`config.mk`:
```
export PLATFORM = sky130hd
export DESIGN_NAME = lemming_array_flat
export DESIGN_NICKNAME = d
export VERILOG_FILES = /design/src/rtl/lemming_if.sv /design/src/rtl/lemming_array.sv /design/src/flat_wrapper.sv
export SDC_FILE = /design/constraint.sdc
export NUM_CORES = 1
export LEC_CHECK = 0
export BUFFER_PORTS_ARGS = -buffer_cell sky130_fd_sc_hd__buf_2
export CAP_MARGIN = 10
export CORE_UTILIZATION = 41
export DETAILED_ROUTE_END_ITERATION = 6
export SLEW_MARGIN = 20
export SYNTH_ARGS = -nofsm -noshare
export SYNTH_HDL_FRONTEND = slang
export SYNTH_SLANG_ARGS = --single-unit
```
`constraint.sdc`:
```
create_clock -name clk -period 6.95 [get_ports clk]
set_input_delay 0.3475 -clock clk [delete_from_list [all_inputs] [get_ports clk]]
set_output_delay 0.3475 -clock clk [all_outputs]
set_load 0.05 [all_outputs]
```
`src/rtl/lemming_if.sv`:
```
// Per-lane stimulus and status bundle for the lemming walker array.
// The master side drives the lane inputs; the slave side reports the lane states.
interface lemming_if #(
  parameter int unsigned N = 4
);
  localparam int unsigned AW = $clog2(N + 1);

  logic [N-1:0]  bump_left;
  logic [N-1:0]  bump_right;
  logic [N-1:0]  ground;
  logic [N-1:0]  dig;
  logic [N-1:0]  walk_left;
  logic [N-1:0]  walk_right;
  logic [N-1:0]  aaah;
  logic [N-1:0]  digging;
  logic [N-1:0]  splat;
  logic [AW-1:0] alive_cnt;

  modport master (
    output bump_left, bump_right, ground, dig,
    input  walk_left, walk_right, aaah, digging, splat, alive_cnt
  );

  modport slave (
    input  bump_left, bump_right, ground, dig,
    output walk_left, walk_right, aaah, digging, splat, alive_cnt
  );
endinterface

```
`src/rtl/lemming_array.sv`:
```
// N independent Moore lemming walkers with a fall-length splat rule and a
// registered count of lanes still alive.
module lemming_array #(
  parameter int unsigned N            = 4,
  parameter int unsigned SPLAT_CYCLES = 20,
  parameter int unsigned CNT_W        = $clog2(SPLAT_CYCLES + 2)
) (
  input logic      clk,
  input logic      reset,
  lemming_if.slave bus
);
  localparam int unsigned AW = $clog2(N + 1);
  // Fall counter saturates here; reaching it means the lane is past the survival bound.
  localparam logic [CNT_W-1:0] CntMax = CNT_W'(SPLAT_CYCLES + 1);

  typedef enum logic [2:0] {
    StWalkL, StWalkR, StFallL, StFallR, StDigL, StDigR, StSplat
  } state_e;

  state_e           state_q [N];
  state_e           state_d [N];
  logic [CNT_W-1:0] cnt_q   [N];
  logic [CNT_W-1:0] cnt_d   [N];
  logic [AW-1:0]    alive_q, alive_d;

  logic [N-1:0] walk_left, walk_right, aaah, digging, splat;

  always_comb begin
    alive_d = '0;
    for (int i = 0; i < N; i++) begin
      state_d[i] = state_q[i];
      cnt_d[i]   = cnt_q[i];
      case (state_q[i])
        StWalkL: begin
          if (!bus.ground[i]) begin
            state_d[i] = StFallL;
            cnt_d[i]   = CNT_W'(1);
          end else if (bus.dig[i]) begin
            state_d[i] = StDigL;
          end else if (bus.bump_left[i]) begin
            state_d[i] = StWalkR;
          end
        end
        StWalkR: begin
          if (!bus.ground[i]) begin
            state_d[i] = StFallR;
            cnt_d[i]   = CNT_W'(1);
          end else if (bus.dig[i]) begin
            state_d[i] = StDigR;
          end else if (bus.bump_right[i]) begin
            state_d[i] = StWalkL;
          end
        end
        StDigL, StDigR: begin
          if (!bus.ground[i]) begin
            state_d[i] = (state_q[i] == StDigL) ? StFallL : StFallR;
            cnt_d[i]   = CNT_W'(1);
          end
        end
        StFallL, StFallR: begin
          if (!bus.ground[i]) begin
            if (cnt_q[i] != CntMax) cnt_d[i] = cnt_q[i] + CNT_W'(1);
          end else if (cnt_q[i] == CntMax) begin
            state_d[i] = StSplat;
          end else begin
            state_d[i] = (state_q[i] == StFallL) ? StWalkL : StWalkR;
          end
        end
        StSplat: state_d[i] = StSplat;
        default: state_d[i] = StWalkL;
      endcase
      if (state_d[i] != StSplat) alive_d = alive_d + AW'(1);
    end
  end

  always_ff @(posedge clk) begin
    if (reset) begin
      for (int i = 0; i < N; i++) begin
        state_q[i] <= StWalkL;
        cnt_q[i]   <= '0;
      end
      alive_q <= AW'(N);
    end else begin
      for (int i = 0; i < N; i++) begin
        state_q[i] <= state_d[i];
        cnt_q[i]   <= cnt_d[i];
      end
      alive_q <= alive_d;
    end
  end

  always_comb begin
    walk_left  = '0;
    walk_right = '0;
    aaah       = '0;
    digging    = '0;
    splat      = '0;
    for (int i = 0; i < N; i++) begin
      walk_left[i]  = (state_q[i] == StWalkL);
      walk_right[i] = (state_q[i] == StWalkR);
      aaah[i]       = (state_q[i] == StFallL) || (state_q[i] == StFallR);
      digging[i]    = (state_q[i] == StDigL) || (state_q[i] == StDigR);
      splat[i]      = (state_q[i] == StSplat);
    end
  end

  assign bus.walk_left  = walk_left;
  assign bus.walk_right = walk_right;
  assign bus.aaah       = aaah;
  assign bus.digging    = digging;
  assign bus.splat      = splat;
  assign bus.alive_cnt  = alive_q;
endmodule

```
`src/flat_wrapper.sv`:
```
// flat-port wrapper written by rule: the top's interface ports become plain ports
module lemming_array_flat 
#(
  parameter int unsigned N            = 4,
  parameter int unsigned SPLAT_CYCLES = 20,
  parameter int unsigned CNT_W        = $clog2(SPLAT_CYCLES + 2)
)
  (clk, reset, bus_bump_left, bus_bump_right, bus_ground, bus_dig, bus_walk_left, bus_walk_right, bus_aaah, bus_digging, bus_splat, bus_alive_cnt);
  lemming_if #(.N(N)) bus_i ();
  input logic clk;
  input logic reset;
  input wire logic [$bits(bus_i.bump_left)-1:0] bus_bump_left;
  input wire logic [$bits(bus_i.bump_right)-1:0] bus_bump_right;
  input wire logic [$bits(bus_i.ground)-1:0] bus_ground;
  input wire logic [$bits(bus_i.dig)-1:0] bus_dig;
  output wire logic [$bits(bus_i.walk_left)-1:0] bus_walk_left;
  output wire logic [$bits(bus_i.walk_right)-1:0] bus_walk_right;
  output wire logic [$bits(bus_i.aaah)-1:0] bus_aaah;
  output wire logic [$bits(bus_i.digging)-1:0] bus_digging;
  output wire logic [$bits(bus_i.splat)-1:0] bus_splat;
  output wire logic [$bits(bus_i.alive_cnt)-1:0] bus_alive_cnt;
  assign bus_i.bump_left = bus_bump_left;
  assign bus_i.bump_right = bus_bump_right;
  assign bus_i.ground = bus_ground;
  assign bus_i.dig = bus_dig;
  assign bus_walk_left = bus_i.walk_left;
  assign bus_walk_right = bus_i.walk_right;
  assign bus_aaah = bus_i.aaah;
  assign bus_digging = bus_i.digging;
  assign bus_splat = bus_i.splat;
  assign bus_alive_cnt = bus_i.alive_cnt;
  lemming_array #(.N(N), .SPLAT_CYCLES(SPLAT_CYCLES), .CNT_W(CNT_W)) u_core (.clk(clk), .reset(reset), .bus(bus_i));
endmodule
```
==> results of run 1 <==
-- cell usage in the layout (no fill, tap or decap), drive strengths merged, types with 7 or more instances in the layout --
master,n
or3,9
o21ai,14
buf,40
nor3,11
clkbuf,7
dfxtp,35
a21oi,25
nand2,10
nor2,24
nor2b,8
nand3,10
ha,11
inv,14
-- synth_stat cells, types with 6 or more instances --
cell type,count
dfxtp_1,35
ha_1,11
inv_1,14
nor3_1,11
nor3b_1,6
clkbuf_1,14
nor2b_1,8
nand2_1,10
a21oi_1,25
o21ai_0,14
or3_1,9
nand3_1,10
nor2_1,24
-- state kept, by name, indices dropped and copies added (netlist names) --
register              cells
u_core.cnt_q             20
u_core.state_q           12
u_core.bus.alive_cnt      3
-- worst max-delay path, cell delays in order (launching register included) --
cell	delay [ps]
dfxtp_1	370
inv_1	60
ha_1	160
and4b_1	220
nand2_1	110
nor2_1	60
o21a_1	180
ha_1	310
xnor2_1	220
ha_1	200
a211oi_1	60
or3_1	340
-- worst min-delay path by stage --
| stage | slack [ps] | cells after the start | from | endpoint |
|---|---|---|---|---|
| final | 340 | 2 | bus_ground[2] | u_core.state_q[0][7]$_SDFF_PP0_ |
| after global routing | 330 | 2 | bus_ground[1] | u_core.state_q[0][4]$_SDFF_PP0_ |
| after CTS | 330 | 2 | bus_ground[1] | u_core.state_q[0][4]$_SDFF_PP0_ |
| after global placement | 470 | 2 | u_core.cnt_q[3][4]$_SDFFE_PP0P_ | u_core.cnt_q[3][4]$_SDFFE_PP0P_ |
| after floorplan | 430 | 1 | bus_ground[1] | u_core.state_q[0][4]$_SDFF_PP0_ |
| after detailed placement | 480 | 2 | u_core.cnt_q[1][4]$_SDFFE_PP0P_ | u_core.cnt_q[1][4]$_SDFFE_PP0P_ |
-- per-layer routing --
layer | part of all wire (%) | vias to the layer above | global-route usage, %
met5 | 0 | - | 0
met3 | 3.6 | 0 | 4.115
met2 | 46 | 36 | 25.59
met1 | 51 | 891 | 21.58
met4 | 0 | 0 | 4.487
li1 | - | 1009 | -
-- power groups by stage --
stage	Clock, uW	Sequential, uW	Combinational (uW)
floorplan	0	222	70.3
global placement	0	226	85.3
detailed placement	0	226	85.2
CTS	147	222	85.7
global route	159	224	92.8
finish	141	222	84.9
-- through the flow --
step	hold slack [ps]	instances	total power [uW]
global route	330.8	360	475.7
global placement	473.4	352	311.7
detailed placement	479.3	352	311.6
CTS	327.0	360	454.2
finish	342.9	360	447.9
floorplan	434.7	262	291.9
-- kinds of logic after synthesis --
group | Yosys count | synth area share (%)
AOI/OAI and AO/OA | 76 | 24.11
adders and majority gates | 11 | 6.532
xor gates and xnor gates | 3 | 1.247
and+or+nand+nor | 104 | 27.73
buffers and inverters | 31 | 6.116
muxes | 2 | 1.009
DFF | 35 | 33.25
-- cell type report --
type	instances	area (um2)	area share, %
Clock buffer	7	76.32	3.185
Sequential cell	35	700.7	29.24
Tap cell	67	83.83	3.499
Inverter	14	52.55	2.193
Multi-Input combinational cell	196	1277	53.32
Clock inverter	1	5.005	0.2089
Timing Repair Buffer	40	200.2	8.355
==> results.sh, run 1 <==
export IMPL_period_minus_slack_ps=2406
export IMPL_die_area_um2=5429
export IMPL_rsz0062_at_grt="no"
export IMPL_p_switching_uw=140.5
export IMPL_nNetsFinal=321
export IMPL_fmax_mhz=415.7
export IMPL_worst_setup_hold_path_clk_slew_ps=70
export IMPL_powerDensity_nw_per_um2=186.9
export IMPL_synth_edf_count=0
export IMPL_drive_gt1_share_pct=19.45
export IMPL_leakagePower_uw=0.0009591
export IMPL_combPwrFrac_pct=19.0
export IMPL_ys_seq_elements=35
export IMPL_grt_max_degree=34
export IMPL_holdBufCountCts=0
export IMPL_vias=1936
export IMPL_top_level_ports=41
export IMPL_synth_top_cell_area_share_pct=33.25
export IMPL_design_area_um2=2396
export IMPL_yosysWarnings=0
export IMPL_io_buffers=40
export IMPL_cts_sinks=35
export IMPL_vias_per_cell=5.378
export IMPL_cts_max_path_buffers=2
export IMPL_period_share_pct=34.62
export IMPL_setup_worst_path_class="flip-flop to flip-flop"
export IMPL_n_fill_cell=486
export IMPL_dpl_cell_area_um2=2315
export IMPL_drc_errors=0
export IMPL_synthFlopType="dfxtp_1"
export IMPL_cp_start_kind="flip-flop"
export IMPL_hold_violations=0
export IMPL_root_buffer="clkbuf_8"
export IMPL_pre_cts_slack_ps=4537
export IMPL_finalWirelength_mm=4.207
export IMPL_syn_to_final_growth_pct=13.72
export IMPL_utilization_pct=49.42
export IMPL_worstMarginPinSlew_ps=609.9
export IMPL_ys_types=55
export IMPL_cp_arrival_ps=2570
export IMPL_grt_pass1_wl_mm=6.962
export IMPL_final_max_slew_viol_count=0
export IMPL_antenna_cells=0
export IMPL_status="complete, no violations"
export IMPL_cts_resized=0
export IMPL_clock_skew_final_ps=3.226
export IMPL_yosysSeqAreaShare_pct=33.25
export IMPL_numCtsBuffers=5
export IMPL_hp_class="input pin to flip-flop"
export IMPL_drtIter0Drc=102
export IMPL_path_max_fanout=5
export IMPL_crit_start="u_core.cnt_q[1][1]$_SDFFE_PP0P_"
export IMPL_pwr_share_seq_pct=49.5
export IMPL_crit_required_ps=7110
export IMPL_cellInternalPower_uw=307.4
export IMPL_cp_end_kind="flip-flop"
export IMPL_layout_setup_ws_ps=4544
export IMPL_synthArstFlopShare_pct=0
export IMPL_ys_top_cells_by_area="dfxtp_1 (33%), ha_1 (6.5%), a21oi_1 (5.9%)"
export IMPL_pwr_share_clk_pct=31.5
export IMPL_hpwl_mm=2.932
export IMPL_reg2regPathDepth=11
export IMPL_start_util_pct=43.46
export IMPL_cap_violations=0
export IMPL_p_sw_share_pct=31.37
export IMPL_tns_ps=0
export IMPL_setup_worst_path_end="u_core.bus.alive_cnt[2]$_SDFF_PP1_"
export IMPL_overflow=0
export IMPL_regToRegStartpoint="u_core.cnt_q[1][1]$_SDFFE_PP0P_"
export IMPL_syn_area_um2=2107
export IMPL_cts_tree="built"
export IMPL_htree_levels=2
export IMPL_post_synth_cell_area_avg_um2=8.042
export IMPL_drtPass1Iterations=4
export IMPL_die_y_um=73.69
export IMPL_rr_endpoint="u_core.bus.alive_cnt[2]$_SDFF_PP1_"
export IMPL_place_congestion=0.8094
export IMPL_antenna_found_initial=0
export IMPL_ant_nets=0
export IMPL_die_w_um=73.69
export IMPL_track_usage_pct=16.13
export IMPL_wl_per_cell_um=11.69
export IMPL_grt_pass1_vias=1592
export IMPL_finalSetupViolCount=0
export IMPL_synth_top_area_cell="dfxtp_1"
export IMPL_synth_cells=262
export IMPL_postCtsSetupBuffers=0
export IMPL_rows=25
export IMPL_reg2reg_slack_ps=4540
export IMPL_slew_headroom_pct=59.34
export IMPL_vdd_drop_max_uv=121.3
export IMPL_syn_num_nets=291
export IMPL_core_um2=4848
export IMPL_clock_latency_ps=280
(Power assumes the default switching activity.)
==> run 2: changes to the inputs <==
Clock period 6.95 ns to 2.1 ns, I/O delays scaled along.
==> results.sh, run 2 (synthesis gave the netlist of run 1 again) <==
export IMPL_status="finished, violations left"
export IMPL_violations="negative setup slack"
export IMPL_drtIter0Drc=148
export IMPL_seq_area_um2=705.7
export IMPL_cts_max_path_buffers=2
export IMPL_utilization_pct=56.46
export IMPL_layout_setup_ws_ps=-34.05
export IMPL_grt_max_degree=34
export IMPL_htree_levels=2
export IMPL_finalWirelength_mm=4.513
export IMPL_hp_class="input pin to flip-flop"
export IMPL_setup_worst_path_class="flip-flop to flip-flop"
export IMPL_largest_register="u_core.cnt_q"
export IMPL_cp_end_kind="flip-flop"
export IMPL_vias=2051
export IMPL_drtPass1Iterations=4
export IMPL_die_w_um=73.69
export IMPL_wl_per_cell_um=11.60
export IMPL_cp_slowest_cell="dfxtp_2"
export IMPL_vdd_drop_max_uv=458.5
export IMPL_syn_to_final_growth_pct=29.93
export IMPL_clock_latency_ps=290
export IMPL_pre_cts_slack_ps=-142.4
export IMPL_holdWs_ps=100.1
export IMPL_worst_setup_hold_path_clk_slew_ps=80
export IMPL_track_usage_pct=17.40
export IMPL_rows=25
export IMPL_crit_top_cell="buf_4"
export IMPL_crit_required_ps=2310
export IMPL_top_level_ports=41
export IMPL_critPathMaxStageDelay_ps=340
export IMPL_period_share_pct=101.6
export IMPL_drc_errors=0
export IMPL_cp_cell_sequence="inv_2 -> ha_4 -> nand4b_1 -> nor3_2 -> o21a_1 -> inv_1 -> ha_2 -> nand2_2 -> buf_4 -> buf_4 -> buf_4 -> buf_4 -> buf_4 -> a211oi_1"
export IMPL_vias_per_cell=5.272
export IMPL_p_total_uw=1661
export IMPL_numCtsBuffers=5
export IMPL_cp_start_kind="flip-flop"
export IMPL_n_fill_cell=454
export IMPL_slew_headroom_pct=59.25
export IMPL_path_buf_inv=7
export IMPL_grt_pass1_wl_mm=7.486
export IMPL_layout_common_cells="buf_2 (40), dfxtp_1 (31), buf_4 (29)"
export IMPL_core_um2=4848
export IMPL_multi_input_area_um2=1365
export IMPL_leakagePower_uw=0.001123
export IMPL_io_buffers=40
export IMPL_rsz0062_at_grt="yes"
export IMPL_period_minus_slack_ps=2134
export IMPL_largest_register_ffs=20
export IMPL_hpwl_mm=3.140
export IMPL_layout_commonest_cell="buf_2"
export IMPL_start_util_pct=43.46
export IMPL_grt_pass1_vias=1763
export IMPL_powerDensity_nw_per_um2=606.8
export IMPL_hold_violations=0
export IMPL_clock_skew_final_ps=8.827
export IMPL_ant_nets=0
export IMPL_overflow=0
export IMPL_holdBufCountCts=0
export IMPL_antenna_found_initial=0
export IMPL_root_buffer="clkbuf_8"
export IMPL_cap_violations=0
export IMPL_drive_gt1_share_pct=33.23
export IMPL_cts_tree="built"
export IMPL_cts_sinks=35
export IMPL_fmax_mhz=468.6
export IMPL_antenna_cells=0
export IMPL_place_congestion=0.7426
export IMPL_cp_arrival_ps=2340
export IMPL_finalSetupViolCount=2
export IMPL_nNetsFinal=350
export IMPL_die_y_um=73.69
export IMPL_crit_family="buffers and inverters"
export IMPL_final_max_slew_viol_count=0
export IMPL_die_area_um2=5429
export IMPL_worstMarginPinSlew_ps=611.3
export IMPL_path_max_fanout=2
==> run 2: changes by cell type in the layout (fill, tap and decap cells not counted), moves of 3 or more <==
cell	delta
ha_1	-5
dfxtp_2	+4
ha_4	+3
dfxtp_1	-4
buf_4	+29
==> run 2: through the flow <==
step | cell area [um2] | instances | setup TNS [ps]
finish | 2738 | 389 | -66.74
global route | 2738 | 389 | -299.2
CTS | 2700 | 388 | -98.08
detailed placement | 2510 | 374 | -202.6
global placement | 2510 | 374 | -106.6
floorplan | 2137 | 262 | -46.78
==> run 2: where the power goes <==
part / leakage (uW) / internal [uW] / switching (uW)
Combinational: 0.000777 / 124 / 215
Sequential: 0.000287 / 690 / 29.2
Clock: 0.0000581 / 353 / 251
Total: 0.00112 / 1170 / 494
==> run 2: worst paths after layout <==
kind                                         from                                  to  slack [ps]  depth (start not counted)
setup / recovery  u_core.cnt_q[0][1]$_SDFFE_PP0P_  u_core.bus.alive_cnt[1]$_SDFF_PP0_         -30                         14
hold reg to reg   u_core.cnt_q[1][4]$_SDFFE_PP0P_     u_core.cnt_q[1][4]$_SDFFE_PP0P_         500                          2
hold / removal                      bus_ground[1]     u_core.state_q[0][4]$_SDFF_PP0_         100                          2
setup reg to reg  u_core.cnt_q[0][1]$_SDFFE_PP0P_  u_core.bus.alive_cnt[1]$_SDFF_PP0_         -30                         14
==> run 2: what timing repair did <==
| item | in CTS | in global routing |
|---|---|---|
| pin swaps | 7 | 7 |
| setup buffers | 6 | 3 |
| endpoints found under the setup margin | 2 | 3 |
| resized for setup | 11 | 9 |
==> run 2: final cells by class <==
cell class | count | area share (%)
inverter | 14 | 1.920
sequential | 35 | 25.78
tap | 67 | 3.062
clock inverter | 3 | 1.600
clock buffer | 5 | 2.514
timing repair buffer | 69 | 15.27
multi-input combinational | 196 | 49.86
==> run 2: metal layers <==
metal | share of wire [%] | wire length [um] | vias up | GRT usage, %
li1 | - | - | 1081 | -
met1 | 49 | 2218 | 938 | 22.67
met2 | 47 | 2132 | 30 | 28.75
met3 | 3.1 | 142 | 2 | 4.115
met4 | 0.42 | 19 | 0 | 4.487
met5 | 0 | 0 | - | 0
==> run 2: worst register-to-register path: stages (launching register included) <==
cell	delay [ps]
dfxtp_2	340
inv_2	50
ha_4	150
nand4b_1	140
nor3_2	60
o21a_1	210
inv_1	70
ha_2	180
nand2_2	70
buf_4	150
buf_4	120
buf_4	120
buf_4	120
buf_4	120
a211oi_1	170
==> run 3: changes to the inputs <==
Settings changed: SKIP_CTS_REPAIR_TIMING set to 1.
==> results.sh, run 3 (synthesis gave the netlist of run 1 again) <==
export IMPL_status="finished, violations left"
export IMPL_violations="negative setup slack"
export IMPL_final_max_slew_viol_count=0
export IMPL_cap_violations=0
export IMPL_die_w_um=73.69
export IMPL_drtIter0Drc=104
export IMPL_nNetsFinal=345
export IMPL_vdd_drop_max_uv=459.4
export IMPL_finalSetupViolCount=1
export IMPL_numCtsBuffers=5
export IMPL_grt_max_degree=34
export IMPL_overflow=0
export IMPL_crit_required_ps=2270
export IMPL_top_level_ports=41
export IMPL_die_area_um2=5429
export IMPL_drtPass1Iterations=4
export IMPL_cp_cell_sequence="inv_2 -> ha_4 -> nand4b_1 -> nor3_2 -> o21a_1 -> ha_4 -> xnor2_4 -> ha_4 -> o211a_1 -> or3_1"
export IMPL_largest_register_ffs=20
export IMPL_cts_max_path_buffers=2
export IMPL_pre_cts_slack_ps=-142.4
export IMPL_utilization_pct=55.85
export IMPL_antenna_found_initial=0
export IMPL_hpwl_mm=3.140
export IMPL_largest_register="u_core.cnt_q"
export IMPL_finalWirelength_mm=4.504
export IMPL_vias=2040
export IMPL_vias_per_cell=5.313
export IMPL_setup_worst_path_class="flip-flop to flip-flop"
export IMPL_antenna_cells=0
export IMPL_clock_latency_ps=290
export IMPL_track_usage_pct=16.91
export IMPL_period_share_pct=104.6
export IMPL_die_y_um=73.69
export IMPL_critPathMaxStageDelay_ps=330
export IMPL_grt_pass1_vias=1708
export IMPL_root_buffer="clkbuf_8"
export IMPL_fmax_mhz=455.2
export IMPL_rows=25
export IMPL_cp_arrival_ps=2360
export IMPL_cts_tree="built"
export IMPL_cts_sinks=35
export IMPL_slew_headroom_pct=57.94
export IMPL_hold_violations=0
export IMPL_htree_levels=2
export IMPL_layout_setup_ws_ps=-96.70
export IMPL_cp_start_kind="flip-flop"
export IMPL_holdWs_ps=91.22
export IMPL_period_minus_slack_ps=2197
export IMPL_clock_skew_final_ps=9.491
export IMPL_drc_errors=0
export IMPL_wl_per_cell_um=11.73
export IMPL_syn_to_final_growth_pct=28.50
export IMPL_start_util_pct=43.46
export IMPL_cp_slowest_cell="dfxtp_2"
export IMPL_hp_class="input pin to flip-flop"
export IMPL_layout_common_cells="buf_2 (40), dfxtp_1 (31), a21oi_1 (25)"
export IMPL_leakagePower_uw=0.001110
export IMPL_rsz0062_at_grt="yes"
export IMPL_cp_end_kind="flip-flop"
export IMPL_place_inst=374
export IMPL_worstMarginPinSlew_ps=630.9
export IMPL_worst_setup_hold_path_clk_slew_ps=80
export IMPL_p_total_uw=1664
export IMPL_ant_nets=0
export IMPL_path_max_fanout=2
export IMPL_grt_pass1_wl_mm=7.265
export IMPL_drive_gt1_share_pct=31.23
export IMPL_final_cells=384
export IMPL_layout_commonest_cell="buf_2"
export IMPL_core_um2=4848
export IMPL_io_buffers=40
export IMPL_crit_top_cell="ha_4"
export IMPL_powerDensity_nw_per_um2=614.5
export IMPL_place_congestion=0.7426
## run 3: cell types whose count changed in the layout (fill, tap and decap cells not counted), sizes merged
cell and change:
buf -5
## run 3: per-layer routing
layer	track usage (%)	up-vias	routed length [um]
met2	27.32	29	2108
met4	4.487	0	31
met3	4.115	4	127
met1	22.42	942	2235
met5	0	-	0
li1	-	1065	-
## run 3: per-stage QoR
| step | area (um2) | TNS, ps |
|---|---|---|
| global route | 2708 | -311.4 |
| global placement | 2510 | -106.6 |
| finish | 2708 | -96.70 |
| detailed placement | 2510 | -202.6 |
| CTS | 2623 | -264.0 |
| floorplan | 2137 | -46.78 |
## run 3: layout make-up
| cell class | count | area [um2] |
|---|---|---|
| fill | 461 | 2141 |
| multi-input combinational | 196 | 1369 |
| sequential | 35 | 705.7 |
| timing repair buffer | 64 | 384.1 |
| tap | 67 | 83.83 |
| clock buffer | 5 | 68.82 |
| inverter | 14 | 52.55 |
| clock inverter | 3 | 43.79 |
## run 3: where the power goes
group	leakage (uW)	internal, uW	switching [uW]
Clock	0.0000581	353	250
Combinational	0.000764	126	217
Sequential	0.000287	689	27.1
Total	0.00111	1170	494
## run 3: worst paths after layout
path	slack [ps]	end	depth (start not counted)	from
max	-100	u_core.bus.alive_cnt[2]$_SDFF_PP1_	10	u_core.cnt_q[0][1]$_SDFFE_PP0P_
min	90	u_core.state_q[0][4]$_SDFF_PP0_	2	bus_ground[1]
max reg2reg	-100	u_core.bus.alive_cnt[2]$_SDFF_PP1_	10	u_core.cnt_q[0][1]$_SDFFE_PP0P_
min reg2reg	500	u_core.cnt_q[1][4]$_SDFFE_PP0P_	2	u_core.cnt_q[1][4]$_SDFFE_PP0P_
## run 3: worst max-delay path: cells and delay by family (launching register included)
kind | cells | cell delay, ps
DFF | 1 | 330
buffers and inverters | 1 | 70
adders and majority gates | 3 | 530
AOI/OAI and AO/OA | 2 | 310
xor gates and xnor gates | 1 | 160
and+or+nand+nor | 3 | 690
